`src/rtl/mux_rr_arbiter.sv`:
```
// Purpose : round-robin arbiter for a shared 4:1 mux with a bounded hold time per owner.
// Latency : 1 cycle from req to registered gnt/sel; zero-bubble handover between owners.
// Backpres: an owner keeps the grant while it requests, up to MAX_HOLD cycles while others wait.
//
// Ports:
//   clk, rst_n : clock (rising edge), asynchronous active-low reset
//   req[3:0]   : level requests, bit i drives mux input i
//   gnt[3:0]   : registered one-hot grant, zero when idle
//   sel[1:0]   : registered mux select, index of the set gnt bit (held while idle)
//   valid      : any grant active (OR of gnt)
//   hold_cnt   : cycles the current owner has held the grant, saturates at MAX_HOLD
//
// Optional build macro: MUX_ARB_ASSERT_EN compiles in protocol assertions.
module mux_rr_arbiter #(
    parameter int MAX_HOLD = 8
) (
    input  logic       clk,
    input  logic       rst_n,
    input  logic [3:0] req,
    output logic [3:0] gnt,
    output logic [1:0] sel,
    output logic       valid,
    output logic [7:0] hold_cnt
);

    typedef enum logic {IDLE, GRANT} state_t;

    localparam logic [7:0] MAX_HOLD_C = 8'(MAX_HOLD);

    state_t     state, state_nxt;
    logic [1:0] last, last_nxt;
    logic [1:0] sel_nxt;
    logic [3:0] gnt_nxt;
    logic [7:0] hold_nxt;
    logic [3:0] own_mask;
    logic [2:0] pick_all;   // {found, index} searching every requester
    logic [2:0] pick_oth;   // {found, index} with the current owner excluded

    // Search last+1, last+2, last+3, last. The loop runs from the farthest
    // offset so the nearest matching index overwrites and wins.
    function automatic logic [2:0] rr_pick(input logic [3:0] r, input logic [1:0] base);
        logic [2:0] res;
        logic [1:0] idx;
        res = 3'b000;
        for (int k = 3; k >= 0; k--) begin
            idx = base + 2'(k + 1);
            if (r[idx]) begin
                res = {1'b1, idx};
            end
        end
        return res;
    endfunction

    assign own_mask = 4'b0001 << last;
    assign pick_all = rr_pick(req, last);
    assign pick_oth = rr_pick(req & ~own_mask, last);

    always_comb begin
        state_nxt = state;
        gnt_nxt   = gnt;
        sel_nxt   = sel;
        last_nxt  = last;
        hold_nxt  = hold_cnt;
        case (state)
            IDLE: begin
                if (pick_all[2]) begin
                    state_nxt = GRANT;
                    gnt_nxt   = 4'b0001 << pick_all[1:0];
                    sel_nxt   = pick_all[1:0];
                    last_nxt  = pick_all[1:0];
                    hold_nxt  = 8'd1;
                end
            end
            GRANT: begin
                // In GRANT the owner is always 'last'. Release and expiry both
                // rotate to the next other requester, so they share one path.
                if (!req[last] || hold_cnt >= MAX_HOLD_C) begin
                    if (pick_oth[2]) begin
                        gnt_nxt  = 4'b0001 << pick_oth[1:0];
                        sel_nxt  = pick_oth[1:0];
                        last_nxt = pick_oth[1:0];
                        hold_nxt = 8'd1;
                    end else if (!req[last]) begin
                        state_nxt = IDLE;
                        gnt_nxt   = 4'b0000;
                        hold_nxt  = 8'd0;
                    end else begin
                        // Sole requester at the limit: keep it, stay saturated.
                        hold_nxt = MAX_HOLD_C;
                    end
                end else begin
                    hold_nxt = hold_cnt + 8'd1;
                end
            end
            default: begin
                state_nxt = IDLE;
                gnt_nxt   = 4'b0000;
                hold_nxt  = 8'd0;
            end
        endcase
    end

    always_ff @(posedge clk or negedge rst_n) begin
        if (!rst_n) begin
            state    <= IDLE;
            gnt      <= 4'b0000;
            sel      <= 2'd0;
            valid    <= 1'b0;
            hold_cnt <= 8'd0;
            last     <= 2'd3;
        end else begin
            state    <= state_nxt;
            gnt      <= gnt_nxt;
            sel      <= sel_nxt;
            valid    <= |gnt_nxt;
            hold_cnt <= hold_nxt;
            last     <= last_nxt;
        end
    end

`ifdef MUX_ARB_ASSERT_EN
    a_onehot: assert property (@(posedge clk) disable iff (!rst_n) $onehot0(gnt))
        else $error("%0t: gnt not onehot0", $time);
    a_valid: assert property (@(posedge clk) disable iff (!rst_n) valid == (|gnt))
        else $error("%0t: valid differs from OR of gnt", $time);
    a_sel: assert property (@(posedge clk) disable iff (!rst_n) valid |-> gnt[sel])
        else $error("%0t: sel does not match gnt", $time);
    a_hold: assert property (@(posedge clk) disable iff (!rst_n) hold_cnt <= MAX_HOLD_C)
        else $error("%0t: hold_cnt above MAX_HOLD", $time);

    for (genvar i = 0; i < 4; i++) begin : g_req_chk
        a_gnt_req: assert property (@(posedge clk) disable iff (!rst_n)
            $rose(gnt[i]) |-> $past(req[i]))
            else $error("%0t: gnt[%0d] without prior req", $time, i);
        // A request that stays up must be served within the bounded window.
        a_live: assert property (@(posedge clk) disable iff (!rst_n)
            (req[i] && !gnt[i]) |-> ##[0:3*MAX_HOLD+1] (gnt[i] || !req[i]))
            else $error("%0t: req[%0d] starved", $time, i);
    end
`endif

endmodule
```
`config.mk`:
```
export PLATFORM = sky130hd
export DESIGN_NAME = mux_rr_arbiter
export DESIGN_NICKNAME = d
export VERILOG_FILES = /design/src/rtl/mux_rr_arbiter.sv
export SDC_FILE = /design/constraint.sdc
export NUM_CORES = 1
export LEC_CHECK = 0
export ABC_AREA = 1
export CAP_MARGIN = 0
export CORE_ASPECT_RATIO = 0.9
export CORE_MARGIN = 2
export CORE_UTILIZATION = 58
export DETAILED_ROUTE_END_ITERATION = 12
export GPL_TIMING_DRIVEN = 1
export HOLD_SLACK_MARGIN = 0.02
export PLACE_DENSITY = 0.94
export REMOVE_ABC_BUFFERS = 1
export SLEW_MARGIN = 20
export SYNTH_ARGS = -nofsm -noshare
export SYNTH_HDL_FRONTEND = slang
export SYNTH_SLANG_ARGS = --single-unit
```
`constraint.sdc`:
```
create_clock -name clk -period 5.2 [get_ports clk]
set_input_delay 1.04 -clock clk [delete_from_list [all_inputs] [get_ports clk]]
set_output_delay 1.04 -clock clk [all_outputs]
set_load 0.005 [all_outputs]
```
==> flow_summary.ini <==
[clock_tree]
clock_tree_from_tritoncts = built
ctsResizeCount = 0
clkSlewWorstSetupHoldPaths_ns = 0.09
cts_inserted_buffers = 3
clock_tree.buffer_depth = 2
cts.htree.levels = 1
cts-root-buf = sky130_fd_sc_hd__clkbuf_4
post-cts-setup-buffers = 0
clock_sink_count = 18
hold_buffers = 0
worst_skew_pair.late_latency_ns = 0.30

[worst_setup_path]
critPathMostFrequentCell = sky130_fd_sc_hd__nand2_1
timing.critical_path.slowest_stage_cell = sky130_fd_sc_hd__clkdlybuf4s50_1
regToRegEndpoint = valid
worst_r2r_path_depth = 12
worstSetupStartpointType = input pin
timing.rr.start = last[0]
path_delay_family = simple AND/OR/NAND/NOR gates
cpPeakStageDelay_ns = 0.58
path_cells = clkdlybuf4s50_1, nand2_1, nand2_1, inv_1, o21ai_2, nand2_1, nand2_2, nand2_1, nand2_2, inv_2, nand2_1, nand2_1
timing_worst_setup_path_type = input pin to flop
critical_path.endpoint_type = flop
critical_path_arrival_ns = 2.75
register_to_register_path_setup_slack_ns = 2.85
timing.critical_path.buf_inv = 3
max_fo_critical_path = 4
required_ns = 5.39

[power_and_ir_drop]
power.density_nw_per_um2 = 698
power.share.clock = 0.064
swShare = 0.541
power.share.sequential = 0.217
netSwitchingPower_mw = 0.627
total_power_mw = 1.16
logic_pwr_share = 0.720
power_report.internal_total_mw = 0.533
static-leakage-power_nw = 0.871
power.ir.vdd_worst_mv = 0.423

[layout]
antenna_cells_inserted = 0
final_layout_size_suffix_gt1_frac = 0.196
area_growth_syn_to_layout_pct = 15.5
area_of_all_sequential_standard_cells_um2 = 453
multi_input_comb_area_um2 = 811
layout.core_utilization = 0.691
filler_cell_count = 201
num-nets-final = 237
layout_commonest_cell = sky130_fd_sc_hd__nand2_1
mostFrequentLayoutCells = 63 x sky130_fd_sc_hd__nand2_1, 29 x sky130_fd_sc_hd__inv_1, 20 x sky130_fd_sc_hd__clkdlybuf4s50_1

[global_route]
grt_util_all_layers = 0.220
via_count_of_the_first_global_routing_pass = 1134
grt_start_max_net_pins = 19
antenna_violations_before_repair = 0
grt_overflow = 0
grt_first_pass_wirelength_mm = 4.99

[timing]
relSlewSlack = 0.459
clock.fmax_mhz = 391
hold-worst-slack_ns = 0.508
final_min_period_over_clock_period = 0.492
final.setup_skew_ns = 0.00850
setup-violations-final = 0
final-max-slew-violation-count = 0
max_slew.worst_pin.slew_ns = 0.809
grt_setup_unrepaired = false
setup-tns-final_ns = 0
final_hold_viol_count = 0
finalWorstPathRequiredPeriod_ns = 2.56

[logic_synthesis]
fraction_of_registers_with_async_set_reset = 1.00
number_of_flops_mapped_to_enable_cells_by_yosys = 0
ys_warn_count = 0
post_synth_xor_area_fraction = 0.00609
synth_ff_type = sky130_fd_sc_hd__dfrtp_1
average_footprint_of_a_synthesized_cell_um2 = 7.09
netlist-cell-type-count = 32
synth-compound-area-share = 0.0652
synth.yosys.seq_area_share = 0.315
synth_simple_gate_area_frac = 0.440
synthCells = 203
synth.ff_latch_count = 18
dominant_combinational_cell_family_by_area_after_synthesis = simple AND/OR/NAND/NOR gates
synth-adder-area-share = 0.0522
synth.cell_area_um2 = 1440
synthMuxAreaShare = 0

[floorplan]
dieWidth_um = 56.5
placementRows = 17
die_area_um2 = 2900
die_height_um = 51.3
core_area_um2 = 2400
initial_utilization = 0.599
num_io_pins = 21

[run_status]
outcome = completed

[routing]
drt-initial-drc-count = 46
detail_route.first_pass.iterations = 4
remaining_drc_errors = 0
drtAntennaViolNets = 0
detailroute.via_count = 1315
post_drt_wl_per_cell_um = 11.6
post_drt_via_cell_ratio = 5.22
totalWireLength_mm = 2.92

[placed_design]
port_buffers = 20
gp_congestion = 0.944
place.detailed.hpwl_mm = 2.34

[min_path]
timing.hold.worst.start = sel[1]
min_delay_worst_endpoint = sel[1]
min_path_cells = 2
worst_min_delay_path_category = flop to flop

[job]
maxCapViolations = 0
## per-layer routing
| metal | track usage | share of wire | vias to the layer above |
|---|---|---|---|
| met1 | 0.297 | 0.46 | 594 |
| met2 | 0.374 | 0.47 | 47 |
| met4 | 0.0119 | 0.0072 | 0 |
| met5 | 0 | 0 | - |
| li1 | - | - | 670 |
| met3 | 0.0532 | 0.064 | 4 |
## registers in the layout (all words and copies together), names as in the netlist
register  flops
gnt           4
state         1
last          2
valid         1
hold_cnt      8
sel           2
## area by class of cell
cell class,instances,area share
timing repair buffer,20,0.120
sequential,18,0.273
inverter,35,0.0821
multi-input combinational,147,0.488
clock buffer,4,0.0158
tap,28,0.0211
## cells by family after synthesis
logic type	Yosys count
compound gates	14
xor+xnor	1
fa+ha+maj	6
buf+inv	38
flops	18
simple gates	126
## worst reg2reg max path, cell delays in order, from the launching register on
cell and delay (ns):
sky130_fd_sc_hd__dfstp_2 0.69, sky130_fd_sc_hd__inv_6 0.12, sky130_fd_sc_hd__ha_1 0.42, sky130_fd_sc_hd__inv_1 0.13, sky130_fd_sc_hd__nand2_1 0.11, sky130_fd_sc_hd__nand2_1 0.06
sky130_fd_sc_hd__nand3b_1 0.15, sky130_fd_sc_hd__nand2_1 0.14, sky130_fd_sc_hd__inv_1 0.09, sky130_fd_sc_hd__nand3_1 0.11, sky130_fd_sc_hd__nand3_2 0.09, sky130_fd_sc_hd__nor2_1 0.10
sky130_fd_sc_hd__nand2_1 0.05
## per-stage QoR
step,std cells,setup slack [ns],instance area [µm²]
finish,252,2.64,1660
global route,252,2.42,1660
CTS,252,2.64,1660
detailed placement,248,2.33,1640
global placement,248,2.36,1640
floorplan,200,3.13,1400
## worst max-delay path by stage
stage,to,depth (start not counted),slack [ns],startpoint
floorplan,valid,13,3.13,req[2]
global placement,sel[1],12,2.36,req[1]
detailed placement,sel[1],12,2.33,req[1]
CTS,sel[1],12,2.64,req[1]
global route,valid,12,2.42,req[1]
finish,sel[0],12,2.64,req[1]
## power groups by stage
stage	clock network (mW)	logic, mW	registers (mW)
after floorplan	0	0.623	0.246
after global placement	0	0.795	0.252
after detailed placement	0	0.824	0.254
after CTS	0.0749	0.828	0.252
after global routing	0.0807	0.935	0.260
final	0.0739	0.835	0.251
## cell usage after synthesis, types with 2 or more instances
cell type / number / share of area
sky130_fd_sc_hd__a21oi_1: 3 / 0.010
sky130_fd_sc_hd__dfrtp_1: 16 / 0.28
sky130_fd_sc_hd__dfstp_2: 2 / 0.037
sky130_fd_sc_hd__ha_1: 6 / 0.052
sky130_fd_sc_hd__inv_1: 29 / 0.076
sky130_fd_sc_hd__inv_2: 4 / 0.010
sky130_fd_sc_hd__nand2_1: 63 / 0.16
sky130_fd_sc_hd__nand2_2: 17 / 0.074
sky130_fd_sc_hd__nand3_1: 16 / 0.056
sky130_fd_sc_hd__nand3_2: 6 / 0.042
sky130_fd_sc_hd__nor2_1: 13 / 0.034
sky130_fd_sc_hd__nor2_2: 2 / 0.0087
sky130_fd_sc_hd__nor2_4: 2 / 0.016
sky130_fd_sc_hd__o21ai_0: 2 / 0.0070
sky130_fd_sc_hd__o21ai_1: 3 / 0.010
sky130_fd_sc_hd__o21ai_2: 3 / 0.018
Note: power is estimated with default switching activity, not from simulation.
